[src/rtl/io_bus_pkg.sv]
// io_bus_pkg: shared encodings and constants for the local IO bus arbiter.
package io_bus_pkg;
  localparam int IO_ADDR_W = 16;
  localparam int IO_DATA_W = 8;
  localparam int GPIO_DEV = 0;
  localparam logic [IO_DATA_W-1:0] IO_ERR_DATA = 8'hFF;
  typedef enum logic [1:0] {IDLE, ACCESS, DONE} io_state_e;
  function automatic logic [7:0] dev_index(input logic [IO_ADDR_W-1:0] a);
    return a[15:8];
  endfunction
endpackage

[src/rtl/io_rr_arbiter.sv]
// io_rr_arbiter: two-way round-robin grant; last-served pointer starts on m1 so m0 wins first.
module io_rr_arbiter (
  input  logic       clk,
  input  logic       reset_,
  input  logic [1:0] req_i,
  input  logic       take_i,
  output logic       gnt_o,
  output logic       valid_o
);
  logic last_q, last_d;
  always_comb begin
    valid_o = |req_i;
    gnt_o = (req_i == 2'b11) ? ~last_q : req_i[1];
    last_d = (take_i && valid_o) ? gnt_o : last_q;
  end
  always_ff @(posedge clk or negedge reset_)
    if (!reset_) last_q <= 1'b1;
    else last_q <= last_d;
endmodule

[src/rtl/io_bus_arbiter.sv]
// io_bus_arbiter: shares the 8-bit IO bus between two masters with address decode,
// req/rdy sequencing toward the peripherals and a timeout error response.
module io_bus_arbiter
  import io_bus_pkg::*;
#(
  parameter int NUM_DEV = 4,
  parameter int TIMEOUT_CYC = 16
) (
  input  logic                   clk,
  input  logic                   reset_,
  input  logic                   m0_req,
  input  logic                   m0_rnw,
  input  logic [IO_ADDR_W-1:0]   m0_addr,
  input  logic [IO_DATA_W-1:0]   m0_wr_data,
  output logic [IO_DATA_W-1:0]   m0_rd_data,
  output logic                   m0_rdy,
  output logic                   m0_err,
  input  logic                   m1_req,
  input  logic                   m1_rnw,
  input  logic [IO_ADDR_W-1:0]   m1_addr,
  input  logic [IO_DATA_W-1:0]   m1_wr_data,
  output logic [IO_DATA_W-1:0]   m1_rd_data,
  output logic                   m1_rdy,
  output logic                   m1_err,
  output logic [7:0]             addr,
  output logic [NUM_DEV-1:0]     cs,
  output logic                   req,
  output logic                   rnw,
  output logic [IO_DATA_W-1:0]   wr_data,
  input  logic [8*NUM_DEV-1:0]   dev_rd_data,
  input  logic [NUM_DEV-1:0]     dev_rdy
);
  localparam int IDX_W = (NUM_DEV > 1) ? $clog2(NUM_DEV) : 1;
  localparam int CNT_W = $clog2(TIMEOUT_CYC);
  localparam logic [7:0] NUM_DEV_B = 8'(NUM_DEV);
  io_state_e state_q;
  logic gnt_q, arb_gnt, arb_valid, take;
  logic [IDX_W-1:0] idx_q;
  logic [CNT_W-1:0] cnt_q;
  logic [7:0] addr_q;
  logic [NUM_DEV-1:0] cs_q, cs_dec;
  logic req_q, rnw_q, sel_rnw, mapped, dev_hit, timeout;
  logic [IO_DATA_W-1:0] wr_data_q, sel_wdata, dev_data;
  logic [IO_ADDR_W-1:0] sel_addr;
  logic [7:0] dev_idx;
  logic [1:0] rdy_q, err_q;
  logic [IO_DATA_W-1:0] rd_data_q [2];
  io_rr_arbiter u_arb (
    .clk(clk), .reset_(reset_), .req_i({m1_req, m0_req}), .take_i(take),
    .gnt_o(arb_gnt), .valid_o(arb_valid)
  );
  always_comb begin
    take = state_q == IDLE;
    sel_addr = arb_gnt ? m1_addr : m0_addr;
    sel_rnw = arb_gnt ? m1_rnw : m0_rnw;
    sel_wdata = arb_gnt ? m1_wr_data : m0_wr_data;
    dev_idx = dev_index(sel_addr);
    mapped = dev_idx < NUM_DEV_B;
    cs_dec = '0;
    cs_dec[dev_idx[IDX_W-1:0]] = 1'b1;
    dev_hit = dev_rdy[idx_q];
    dev_data = dev_rd_data[{idx_q, 3'b000} +: IO_DATA_W];
    timeout = cnt_q == CNT_W'(TIMEOUT_CYC - 1);
  end
  // Outputs of the master not currently granted are never touched, so its rd_data holds.
  always_ff @(posedge clk or negedge reset_)
    if (!reset_) begin
      state_q <= IDLE;
      gnt_q <= 1'b0;
      idx_q <= '0;
      cnt_q <= '0;
      addr_q <= '0;
      cs_q <= '0;
      req_q <= 1'b0;
      rnw_q <= 1'b0;
      wr_data_q <= '0;
      rdy_q <= '0;
      err_q <= '0;
      rd_data_q <= '{default: '0};
    end else begin
      case (state_q)
        IDLE: if (arb_valid) begin
          gnt_q <= arb_gnt;
          if (mapped) begin
            addr_q <= sel_addr[7:0];
            rnw_q <= sel_rnw;
            wr_data_q <= sel_wdata;
            cs_q <= cs_dec;
            req_q <= 1'b1;
            idx_q <= dev_idx[IDX_W-1:0];
            cnt_q <= '0;
            state_q <= ACCESS;
          end else begin
            rdy_q[arb_gnt] <= 1'b1;
            err_q[arb_gnt] <= 1'b1;
            rd_data_q[arb_gnt] <= IO_ERR_DATA;
            state_q <= DONE;
          end
        end
        ACCESS: if (dev_hit) begin
          rdy_q[gnt_q] <= 1'b1;
          if (rnw_q) rd_data_q[gnt_q] <= dev_data;
          req_q <= 1'b0;
          cs_q <= '0;
          state_q <= DONE;
        end else if (timeout) begin
          rdy_q[gnt_q] <= 1'b1;
          err_q[gnt_q] <= 1'b1;
          rd_data_q[gnt_q] <= IO_ERR_DATA;
          req_q <= 1'b0;
          cs_q <= '0;
          state_q <= DONE;
        end else cnt_q <= cnt_q + 1'b1;
        DONE: begin
          rdy_q <= '0;
          err_q <= '0;
          state_q <= IDLE;
        end
        default: state_q <= IDLE;
      endcase
    end
  always_comb begin
    addr = addr_q;
    cs = cs_q;
    req = req_q;
    rnw = rnw_q;
    wr_data = wr_data_q;
    m0_rdy = rdy_q[0];
    m1_rdy = rdy_q[1];
    m0_err = err_q[0];
    m1_err = err_q[1];
    m0_rd_data = rd_data_q[0];
    m1_rd_data = rd_data_q[1];
  end
endmodule

[config.mk]
export PLATFORM = sky130hd
export DESIGN_NAME = io_bus_arbiter
export DESIGN_NICKNAME = d
export VERILOG_FILES = /design/src/rtl/io_bus_pkg.sv /design/src/rtl/io_rr_arbiter.sv /design/src/rtl/io_bus_arbiter.sv
export SDC_FILE = /design/constraint.sdc
export NUM_CORES = 1
export LEC_CHECK = 0
export BUFFER_PORTS_ARGS = -buffer_cell sky130_fd_sc_hd__buf_2
export CORE_MARGIN = 8
export CORE_UTILIZATION = 31
export CTS_CLUSTER_DIAMETER = 200
export DETAILED_ROUTE_END_ITERATION = 10
export PLACE_DENSITY_LB_ADDON = 0.12
export SLEW_MARGIN = 20
export SYNTH_ARGS = -nofsm -noshare
export SYNTH_HDL_FRONTEND = slang
export SYNTH_SLANG_ARGS = --single-unit
[constraint.sdc]
create_clock -name clk -period 3.45 [get_ports clk]
set_input_delay 0.69 -clock clk [delete_from_list [all_inputs] [get_ports clk]]
set_output_delay 0.69 -clock clk [all_outputs]
set_load 0.05 [all_outputs]
==> impl_results.md <==
- Number of antenna violations at the first check in global routing: 0
- Launching element of the worst setup path: idx_q[1]$_DFFE_PN0P_
- Leakage dissipation: 1.67 nW
- Wire length of the first global-routing pass: 13400 um
- CTS-repair resized insts: 0
- Number of port buffers: approximately 130
- CTS max path bufs: 2
- Share of synthesized area occupied by flip-flops and latches: 0.478
- Max cap viols: 0
- Synthesis-stage register bit count: 52
- Library cells used by synthesis: 47
- Type of the worst setup path: reg -> reg
- Postcts setup bufs: 0
- Post-synth ARST share: 1.00
- Clock latency on the worst-skew pair: 0.30 ns
- Commonest non-fill, non-tap cells in the layout: sky130_fd_sc_hd__buf_2 (131), sky130_fd_sc_hd__nand2_1 (53), sky130_fd_sc_hd__dfrtp_1 (51)
- Number of detailed-routing iterations run before antenna repair: 4
- Capturing instance or port of the critical path: m1_rd_data[2]$_DFFE_PN0P_
- Synthesized area per cell: 9.66 um2
- Floorplan Core Area: 0.00864 mm2
- Warnings, synthesis: 0
- Horizontal die dimension: 110 um
- Worst-case headroom to the max-slew limit: 0.520
- Final antenna-violating net count: 0
- Biggest fanout along the worst timing path: 12
- Post-detailed-route via-to-cell ratio: 4.92
- DRC violation count after routing: 0
- Hold violation total from the final report: 0
- Top FF cell, synth: sky130_fd_sc_hd__dfrtp_1
- Height of the chip: 110 um
- Post-Route Skew: about 0.0040 ns
- Clock input transition at the sequential cells of the worst setup and hold paths: about 0.090 ns
- Synth Net Count: 373
- Pwr dens: 566 mW/mm2
- Aggregate global-route resource usage: 0.140
- Initial Utilization: 0.315
- End of the worst register-to-register path: m1_rd_data[2]$_DFFE_PN0P_
- Detailed Place HPWL: 6500 um
- Gr ovfl total: 0
- I/O pin count: 132
- Worst hold-check path type: in -> async
- Endpoint type of the worst setup path: register
- Arrival time of the worst setup path: 2.46 ns
- PnR Total Power: approximately 2.0 mW
- Number of nets in the finished design: 499
- Via count of the first global-routing pass: 2655
- Pin count of the biggest net entering global routing: 47
- Max IR drop VDD: 0.250 mV
- CTS H-tree lvls: 2
- Number of antenna repair diodes: 0
- Yosys top cell by area: sky130_fd_sc_hd__dfrtp_1
- Routed WL per cell: ~16 um
- CTS tree: yes
- Max Clock Freq: 432 MHz
- Run status: finished, final reports clean
- Row Count: 34
- Vias post-DR: 2543
- Worst reg2reg path depth: 5
- Final weighted congestion of routability-driven global placement: between 0.7 and 0.8
- Cells after synthesis: about 280
- Period minus WS final: roughly 2.3 ns
- Most common library cell in the layout ignoring fill and taps: sky130_fd_sc_hd__buf_2
- Slew Limit Fails: 0
- Reg-to-reg slack, setup: 1.14 ns
- Fraction of layout cells with a size suffix above 1: 0.389
- Worst setup SP type: register
- Final critical-path share of the clock period: 0.671
- Final total negative setup slack: 0 ns
- Cell types with the largest area share after synthesis: sky130_fd_sc_hd__dfrtp_1 (47%), sky130_fd_sc_hd__mux4_2 (7.4%), sky130_fd_sc_hd__nand2_1 (7.3%)
- Slew of the pin with the lowest slew margin: slightly above 0.7 ns
- Area fraction of the dominant cell type after synthesis: 0.469
- Area growth syn-to-layout: 31.2%
- Clock root buffer master: sky130_fd_sc_hd__clkbuf_8
- Setup-failing EPs final: 0
- Count of flip-flops with a built-in enable after synthesis: 0
- Sum of routed wire length over all layers: 8340 um
- Post-synthesis instance area: 0.00272 mm2
- Number of buffers created by CTS: 5
- Final core utilization: 0.414
- Number of DRC markers in iteration 0: 92
- Area of the die: ~0.012 mm2
- Endpoint required time on the critical path: about 3.6 ns
- Post-CTS Hold Fix Bufs: 0
- Num Clock Sinks: 52
- Unrepaired setup endpoints after global routing: no
- Crit Reg-Reg Startpoint: idx_q[1]$_DFFE_PN0P_
-- cell usage after synthesis, types with 2 or more instances --
cell type / n
sky130_fd_sc_hd__a21o_1: 4
sky130_fd_sc_hd__nand2b_1: 4
sky130_fd_sc_hd__nand2_1: 53
sky130_fd_sc_hd__a211oi_1: 2
sky130_fd_sc_hd__nand3_1: 4
sky130_fd_sc_hd__buf_2: 4
sky130_fd_sc_hd__or4_1: 2
sky130_fd_sc_hd__o21ai_0: 14
sky130_fd_sc_hd__o21a_1: 4
sky130_fd_sc_hd__nor3b_1: 2
sky130_fd_sc_hd__o2bb2ai_1: 2
sky130_fd_sc_hd__mux2i_1: 4
sky130_fd_sc_hd__a31oi_1: 27
sky130_fd_sc_hd__a21oi_1: 7
sky130_fd_sc_hd__or3_1: 2
sky130_fd_sc_hd__mux4_2: 9
sky130_fd_sc_hd__nor2_1: 35
sky130_fd_sc_hd__dfrtp_1: 51
sky130_fd_sc_hd__clkbuf_1: 10
sky130_fd_sc_hd__inv_1: 5
sky130_fd_sc_hd__a2bb2oi_1: 2
sky130_fd_sc_hd__buf_6: 2
sky130_fd_sc_hd__o22a_1: 9
-- sequential cells by signal, summed over array words and instances (netlist names) --
signal        flops
addr              8
cnt_q             4
cs                4
err_q             2
gnt_q             1
idx_q             2
m0_rd_data        8
m1_rd_data        8
rdy_q             2
req               1
rnw               1
state_q           2
u_arb.last_q      1
wr_data           8
-- worst max-delay path: stages (launching register included) --
cell and delay (ns):
sky130_fd_sc_hd__dfrtp_1 0.67, sky130_fd_sc_hd__mux4_2 0.46, sky130_fd_sc_hd__o311ai_1 0.53, sky130_fd_sc_hd__a31oi_1 0.27, sky130_fd_sc_hd__nor2_1 0.17, sky130_fd_sc_hd__a31oi_1 0.06
-- logic make-up after synthesis --
logic type | count (synthesis) | share of synthesized area
fa+ha+maj | 1 | 0.00459
mux | 14 | 0.0932
compound gates | 83 | 0.210
buf+inv | 22 | 0.0390
simple gates | 110 | 0.175
flops | 52 | 0.478
-- power breakdown --
group | leakage, nW | internal, mW | switching (mW) | total, mW
Sequential | 0.598 | 0.719 | 0.107 | 0.826
Clock | 0.0445 | 0.164 | 0.199 | 0.362
Combinational | 1.03 | 0.284 | 0.552 | 0.836
Total | 1.67 | 1.17 | 0.858 | 2.02
-- metrics by stage --
step / instance area [um2] / setup WS [ns] / hold WS, ns / std cells
6_report: 3570 / 1.14 / 0.275 / 517
5_1_grt: 3570 / 0.851 / 0.286 / 517
4_1_cts: 3570 / 1.12 / 0.279 / 517
3_5_place_dp: 3480 / 0.818 / 0.463 / 509
3_3_place_gp: 3480 / 0.817 / 0.457 / 509
2_1_floorplan: 2720 / 1.11 / 0.394 / 282
-- worst min path at each step --
stage / start / end / slack [ns] / cells after the start
CTS: reset_ / addr[5]$_DFFE_PN0P_ / 0.28 / 1
finish: reset_ / addr[5]$_DFFE_PN0P_ / 0.27 / 1
global placement: req$_DFFE_PN0P_ / req$_DFFE_PN0P_ / 0.46 / 1
global route: reset_ / addr[2]$_DFFE_PN0P_ / 0.29 / 1
floorplan: reset_ / addr[0]$_DFFE_PN0P_ / 0.39 / 0
detailed placement: req$_DFFE_PN0P_ / req$_DFFE_PN0P_ / 0.46 / 1
-- cell type report --
cell class / instances / area [um2]
clock inverters: 1 / 7.51
fillers: 887 / 5060
inverters: 5 / 18.8
repair buffers: 136 / 706
multi-input cells: 208 / 1320
well taps: 108 / 135
flip-flops and latches: 52 / 1300
clock buffers: 7 / 86.3
-- routing by layer --
metal / routed length [um] / global-route usage
met5: 0 / 0
met4: 110 / 0.0366
met3: 675 / 0.0481
met2: 3860 / 0.208
met1: 3700 / 0.189
No activity file was read; power rests on OpenSTA's default activity.
